$ cat src/rtl/sha2_msg_schedule.sv
// sha2_msg_schedule
//   SHA-2 message-schedule producer. Accepts one 16-word message block on a
//   valid/ready input stream, then emits the expanded schedule words
//   W0..W(ROUNDS-1) in order on a valid/ready output stream, one per round.
//   WORDSIZE=32/ROUNDS=64 gives SHA-256, WORDSIZE=64/ROUNDS=80 gives SHA-512.
//
// Ports:
//   clk        rising-edge clock
//   rst_n      asynchronous active-low reset
//   abort      (only with SHA2_SCHED_ABORT_EN) synchronous active-high abort
//   in_valid   in_word valid
//   in_ready   block accepts an input word (LOAD state)
//   in_word    message word, M0 first
//   out_valid  out_word valid (EMIT state)
//   out_ready  round logic consumes out_word
//   out_word   schedule word Wj
//   out_index  j of current out_word
//   out_last   high with out_valid when out_index == ROUNDS-1
//   busy       high in EMIT state
//
// Optional feature macro: SHA2_SCHED_ABORT_EN adds the abort input.

module sha2_msg_schedule #(
    parameter int WORDSIZE = 32,
    parameter int ROUNDS   = 64
) (
    input  logic                clk,
    input  logic                rst_n,
`ifdef SHA2_SCHED_ABORT_EN
    input  logic                abort,
`endif
    input  logic                in_valid,
    output logic                in_ready,
    input  logic [WORDSIZE-1:0] in_word,
    output logic                out_valid,
    input  logic                out_ready,
    output logic [WORDSIZE-1:0] out_word,
    output logic [6:0]          out_index,
    output logic                out_last,
    output logic                busy
);

    typedef enum logic {
        LOAD = 1'b0,
        EMIT = 1'b1
    } state_t;

    localparam logic [6:0] LAST_IDX = 7'(ROUNDS - 1);

    state_t              state;
    state_t              state_nxt;
    logic [3:0]          load_cnt;
    logic [WORDSIZE-1:0] w [16];
    logic [WORDSIZE-1:0] w_new;
    logic                in_fire;
    logic                out_fire;
    logic                abort_req;

    function automatic logic [31:0] sig0_32(input logic [31:0] x);
        return {x[6:0], x[31:7]} ^ {x[17:0], x[31:18]} ^ (x >> 3);
    endfunction

    function automatic logic [31:0] sig1_32(input logic [31:0] x);
        return {x[16:0], x[31:17]} ^ {x[18:0], x[31:19]} ^ (x >> 10);
    endfunction

    function automatic logic [63:0] sig0_64(input logic [63:0] x);
        return {x[0], x[63:1]} ^ {x[7:0], x[63:8]} ^ (x >> 7);
    endfunction

    function automatic logic [63:0] sig1_64(input logic [63:0] x);
        return {x[18:0], x[63:19]} ^ {x[60:0], x[63:61]} ^ (x >> 6);
    endfunction

    // Only the branch matching WORDSIZE elaborates, so each branch sees
    // window entries of exactly the width its sigma functions expect.
    generate
        if (ROUNDS < 1 || ROUNDS > 128) begin : g_bad_rounds
            $error("sha2_msg_schedule: ROUNDS must fit a 7-bit index");
        end
        if (WORDSIZE == 32) begin : g_w32
            assign w_new = sig1_32(w[14]) + w[9] + sig0_32(w[1]) + w[0];
        end else if (WORDSIZE == 64) begin : g_w64
            assign w_new = sig1_64(w[14]) + w[9] + sig0_64(w[1]) + w[0];
        end else begin : g_bad_wordsize
            $error("sha2_msg_schedule: WORDSIZE must be 32 or 64");
        end
    endgenerate

`ifdef SHA2_SCHED_ABORT_EN
    assign abort_req = abort;
`else
    assign abort_req = 1'b0;
`endif

    assign in_fire  = in_valid & in_ready;
    assign out_fire = out_valid & out_ready;
    assign out_word = w[0];
    assign out_last = out_valid && (out_index == LAST_IDX);

    // State register
    always_ff @(posedge clk or negedge rst_n) begin
        if (!rst_n) begin
            state <= LOAD;
        end else begin
            state <= state_nxt;
        end
    end

    // Next-state logic; abort overrides any same-cycle handshake
    always_comb begin
        state_nxt = state;
        if (abort_req) begin
            state_nxt = LOAD;
        end else begin
            case (state)
                LOAD:    if (in_fire && load_cnt == 4'd15) state_nxt = EMIT;
                EMIT:    if (out_fire && out_last) state_nxt = LOAD;
                default: state_nxt = LOAD;
            endcase
        end
    end

    // State-decoded outputs
    always_comb begin
        in_ready  = 1'b0;
        out_valid = 1'b0;
        busy      = 1'b0;
        case (state)
            LOAD: in_ready = 1'b1;
            EMIT: begin
                out_valid = 1'b1;
                busy      = 1'b1;
            end
            default: ;
        endcase
    end

    // Counters: load_cnt wraps 15->0 on the 16th accept, so it is already
    // zero when EMIT begins.
    always_ff @(posedge clk or negedge rst_n) begin
        if (!rst_n) begin
            load_cnt  <= 4'd0;
            out_index <= 7'd0;
        end else if (abort_req) begin
            load_cnt  <= 4'd0;
            out_index <= 7'd0;
        end else begin
            if (in_fire) begin
                load_cnt <= load_cnt + 4'd1;
            end
            if (out_fire) begin
                out_index <= out_last ? 7'd0 : out_index + 7'd1;
            end
        end
    end

    // Sliding window: the same shift serves both loading and expansion.
    // in_fire and out_fire are mutually exclusive since they live in
    // different states.
    always_ff @(posedge clk or negedge rst_n) begin
        if (!rst_n) begin
            for (int i = 0; i < 16; i++) begin
                w[i] <= '0;
            end
        end else if (!abort_req && (in_fire || out_fire)) begin
            for (int i = 0; i < 15; i++) begin
                w[i] <= w[i+1];
            end
            w[15] <= in_fire ? in_word : w_new;
        end
    end

endmodule

$ cat config.mk
export PLATFORM = sky130hd
export DESIGN_NAME = sha2_msg_schedule
export DESIGN_NICKNAME = d
export VERILOG_FILES = /design/src/rtl/sha2_msg_schedule.sv
export SDC_FILE = /design/constraint.sdc
export NUM_CORES = 1
export LEC_CHECK = 0
export ABC_AREA = 1
export CORE_MARGIN = 2
export CORE_UTILIZATION = 61
export DETAILED_ROUTE_END_ITERATION = 10
export PLACE_DENSITY = 0.76
export REMOVE_ABC_BUFFERS = 1
export SYNTH_ARGS = -nofsm -noshare
export SYNTH_HDL_FRONTEND = slang
export SYNTH_SLANG_ARGS = --single-unit
$ cat constraint.sdc
create_clock -name clk -period 4.19 [get_ports clk]
set_input_delay 0.838 -clock clk [delete_from_list [all_inputs] [get_ports clk]]
set_output_delay 0.838 -clock clk [all_outputs]
set_load 0.005 [all_outputs]
-- After elaboration in Yosys (flattened, before gate mapping)
Index checks and enable logic that the tools add are counted.
- $add $sub $neg: 5
- reduce and logical (&&, ||, !) cells: 4
- mux-type cells: 7
- bitwise operators: 7
- eq/ne operators: 2
- operators by type and width (kind ; number):
    $add 32x32->32 ; 3
    $xor 32x32->32 ; 2
    $mux 32 ; 1
    $xor 32x22->32 ; 1
    $xor 32x29->32 ; 1
    $add 7x1->7 const B ; 1
    $eq 7x6->1 const B ; 1
    $mux 7 ; 1
    $add 4x1->4 const B ; 1
    $eq 4x4->1 const B ; 1
    $mux 1 ; 4
    $logic_and 1x1->1 ; 3
    $and 1x1->1 ; 2
    $pmux 1 s2 ; 1
    $logic_or 1x1->1 ; 1
    $not 1->1 ; 1
- register bits after elaboration: 524
- output and inout bits: 43
- input bits: 36
- word-level logic and storage cells: 44

-- Longest topological paths before layout
- word-level depth: 6
- depth in mapped cells: 21
- mapped depth without buffers: 20

-- Worst setup path before layout
No wires, ideal clock.
- path kind: register -> register
- start: register w[52] in the netlist's numbering
- end: register w[17] in the netlist's numbering
- path buffers: 1
- data arrival time: 3.263 ns
- clock period less this slack: 3.380 ns
- data required time: 4.074 ns
- slack: 0.810 ns
- setup time: 0.116 ns
- stages on the path, launching flop included: 21
- cells stage by stage: dfrtp_1 > clkbuf_1 > xnor2_1 > xor2_1 > fa_1 > fa_1 > inv_1 > ha_1 > inv_1 > fa_1 > inv_1 > nand3_1 > nand3_1 > nand2_1 > nand2_1 > nand2_1 > nand2_1 > xnor2_1 > nand2_1 > nand2_1 > nand2_1
- longest elaborated chain between the ends: 6
- ends and longest elaborated chain (element ; RTL line ; source):
    start, declared ; 53 ; logic [WORDSIZE-1:0] w [16];
    start signal, assigned by index ; 168 ; w[i] <= w[i+1];
    $xor 32x32->32 ; 64 ; return {x[16:0], x[31:17]} ^ {x[18:0], x[31:19]} ^ (x >> 10);
    $xor 32x22->32 (*) ; 64 ;
    $add 32x32->32 (*) (3 in a row) ; 82 ; assign w_new = sig1_32(w[14]) + w[9] + sig0_32(w[1]) + w[0];
    $mux 32 (*) ; 170 ; w[15] <= in_fire ? in_word : w_new;
Every way passes the cells marked *; elsewhere a longest branch is shown, timed or not.
A chain may end at the register's enable or synchronous reset.

-- Final worst setup path
- start: register w[60] in the netlist's numbering
- end: register w[21] in the netlist's numbering
Same word-level chain as after synthesis.

==> run_results.csv <==
group,metric,value,unit
timing,setup_viol,0,
drt,vias_per_cell,5.22,
worst_setup_path,worst-setup-path-type,"flip-flop to flip-flop",
drt,wirelength,62000,um
cts,hold_buffers,0,
worst_setup_path,cpMostUsedCell,"nand2_1",
place,dp_cells,3479,
drt,drt_iter0_markers,1769,
yosys,avgSynthCellArea,8.31,um^2
timing,slew_viol_final,0,
worst_setup_path,r2r_slack,240,ps
outcome,status,"completed",
cts,cts_tree,"yes",
drt,wl_met2,28400,um
die,rows,74,
worst_setup_path,cp_top_family,"adder cells",
drt,vias,18700,
flow_run,cap_violations,0,
worst_setup_path,path_max_fanout,5,
yosys,synthDistinctLibCells,29,
worst_setup_path,required,4670,ps
timing,fmax,0.253,GHz
yosys,netlist_area,25200,um^2
drt,dr.max_layer_used,"met4",
cts,clockBufferDepth,3,
worst_setup_path,startpoint_type,"flip-flop",
timing,hold_slack,268,ps
timing,finalCriticalPeriod,3950,ps
die,fp.dieH,207,um
cts,clock-sinks,524,
timing,rsz0062_at_grt,"false",
grt,grtUsageTotal,29.7,%
yosys,ys_seq_area_share,52.0,%
drt,met1Wirelength,27500,um
cts,clkLatencyLatePin,610,ps
drt,wire_per_inst,17.3,um
worst_setup_path,cp.arrival,4430,ps
yosys,synth-seq-cells,524,
yosys,synth_warnings,0,
die,fp.dieW,207,um
drt,wl_met3,4150,um
yosys,synthCells,3036,
grt,grt_pass1_wl,99900,um
place,gp_congestion,0.969,
die,die_area,43000,um^2
cts,cts_setup_buffers,0,
drt,drtPass1Iterations,5,
cts,path_clk_slew,60,ps
final_layout,fill_cells,3283,
timing,tightestPinTransition,1090,ps
grt,antenna_found_initial,0,
worst_hold_path,min_path_type,"input pin to async pin",
grt,grt_overflow,0,
grt,grt_max_degree,216,
place,portBuffers,78,
worst_setup_path,cp.buffers_inverters,2,
worst_setup_path,end_kind,"flip-flop",
worst_setup_path,slowest_delay,560,ps
cts,clockRootBuffer,"clkbuf_16",
drt,post-route-drc-count,0,
timing,finalCritPeriodShare,94.3,%
timing,maxSlewHeadroom,27.4,%
final_layout,fin_cells,3578,
die,start_util,61.8,%
timing,skew,18.1,ps
die,ios,79,
final_layout,synthToLayoutAreaGrowth,10.5,%
cts,htreeDepth,2,
worst_setup_path,worstPathCellList,"xnor2_1 -> xor2_1 -> fa_1 -> fa_1 -> inv_1 -> ha_1 -> nand2_1 -> inv_1 -> a21oi_1 -> nand3_1 -> nand2_1 -> nand2_1 -> nand2_1 -> nand3_1 -> nand2_1 -> o21ai_0",
die,core_area,40800,um^2
grt,first_global_vias,18300,
cts,cts_buffers,53,
place,dp_hpwl,43300,um
final_layout,nets,3133,
final_layout,drive_gt1_share,4.33,%
worst_setup_path,worst_path_max_delay_cell,"fa_1",
final_layout,diodes,0,
drt,ant_nets,0,
final_layout,fin_util,68.3,%
cts,cts_resized,0,
timing,hold_viol,0,
-- per-stage QoR --
stage	instance area (um^2)	setup TNS (ps)	setup WS, ps
after detailed placement	26100	0	257
after global routing	27900	0	38.9
after CTS	27900	0	218
final	27900	0	237
after global placement	26100	0	262
after floorplan	24200	-4829020	-11210
-- final cells by class --
| class | count | area (um^2) | area share (%) |
|---|---|---|---|
| Timing Repair Buffer | 112 | 1180 | 4.23 |
| Multi-Input combinational cell | 2013 | 9980 | 35.8 |
| Tap cell | 532 | 666 | 2.39 |
| Sequential cell | 524 | 13100 | 47.1 |
| Clock inverter | 25 | 269 | 0.965 |
| Inverter | 298 | 1130 | 4.04 |
| Clock buffer | 74 | 1540 | 5.51 |
-- synthesized netlist by cell type --
master,count,area share [%]
a21o_1,1,0.030
a21oi_1,23,0.46
a31oi_1,2,0.050
fa_1,62,4.9
nor3b_1,1,0.030
ha_1,33,1.6
nor4_1,1,0.025
nand4_1,4,0.099
nand3_1,46,0.91
nand3b_1,2,0.060
buf_6,2,0.089
buf_1,5,0.074
o22ai_1,2,0.050
o211ai_1,7,0.21
clkbuf_1,65,0.97
inv_1,294,4.4
buf_4,33,0.98
and2_1,1,0.025
nor2_4,1,0.045
dfrtp_1,524,52
xnor2_1,77,2.7
nand2_1,1400,21
nor2_1,91,1.4
nor3_1,3,0.060
buf_2,96,1.9
o21bai_1,4,0.12
xor2_1,63,2.2
o21ai_0,189,3.8
inv_2,4,0.060
-- flip-flops by register name (all words and copies together), names as in the netlist --
name / count
state: 1
w: 480
load_cnt: 4
out_word: 32
out_index: 7
-- kinds of logic (layout without fill, tap and decap cells) --
group | count (synthesis) | count (layout) | share of synthesized area, %
adder cells (fa/ha/maj) | 95 | 95 | 6.56
AND/OR/NAND/NOR | 1550 | 1550 | 23.5
flip-flops | 524 | 524 | 52.0
buffers and inverters | 499 | 509 | 8.46
AO/OA/AOI/OAI | 228 | 228 | 4.66
XOR/XNOR | 140 | 140 | 4.86
-- placed cells by master, fill, tap and decap left out, drive strengths merged, types with 7 or more instances in the layout --
cell type,n
nor2,92
xor2,63
inv,299
buf,35
nand3,46
o21ai,189
fa,62
ha,33
a21oi,23
clkbuf,74
o211ai,7
dfrtp,524
xnor2,77
clkinv,17
clkdlybuf4s50,77
nand2,1400
-- worst paths after layout --
check                        from      to  depth (start not counted)
setup reg to reg            w[60]   w[21]                         16
hold reg to reg            w[131]  w[163]                          2
hold / removal              rst_n  w[329]                          1
min in group clk           w[131]  w[163]                          2
max in group asynchronous   rst_n  w[283]                          2
setup / recovery            w[60]   w[21]                         16
-- metal layers --
| metal | GRT usage [%] | vias to the layer above |
|---|---|---|
| li1 | - | 8996 |
| met2 | 46.2 | 503 |
| met3 | 6.05 | 109 |
| met5 | 0 | - |
| met1 | 42.5 | 9053 |
| met4 | 8.89 | 0 |
Power is not shown: default switching activity piles up to over one toggle a cycle in this logic, so the estimate is an artifact.
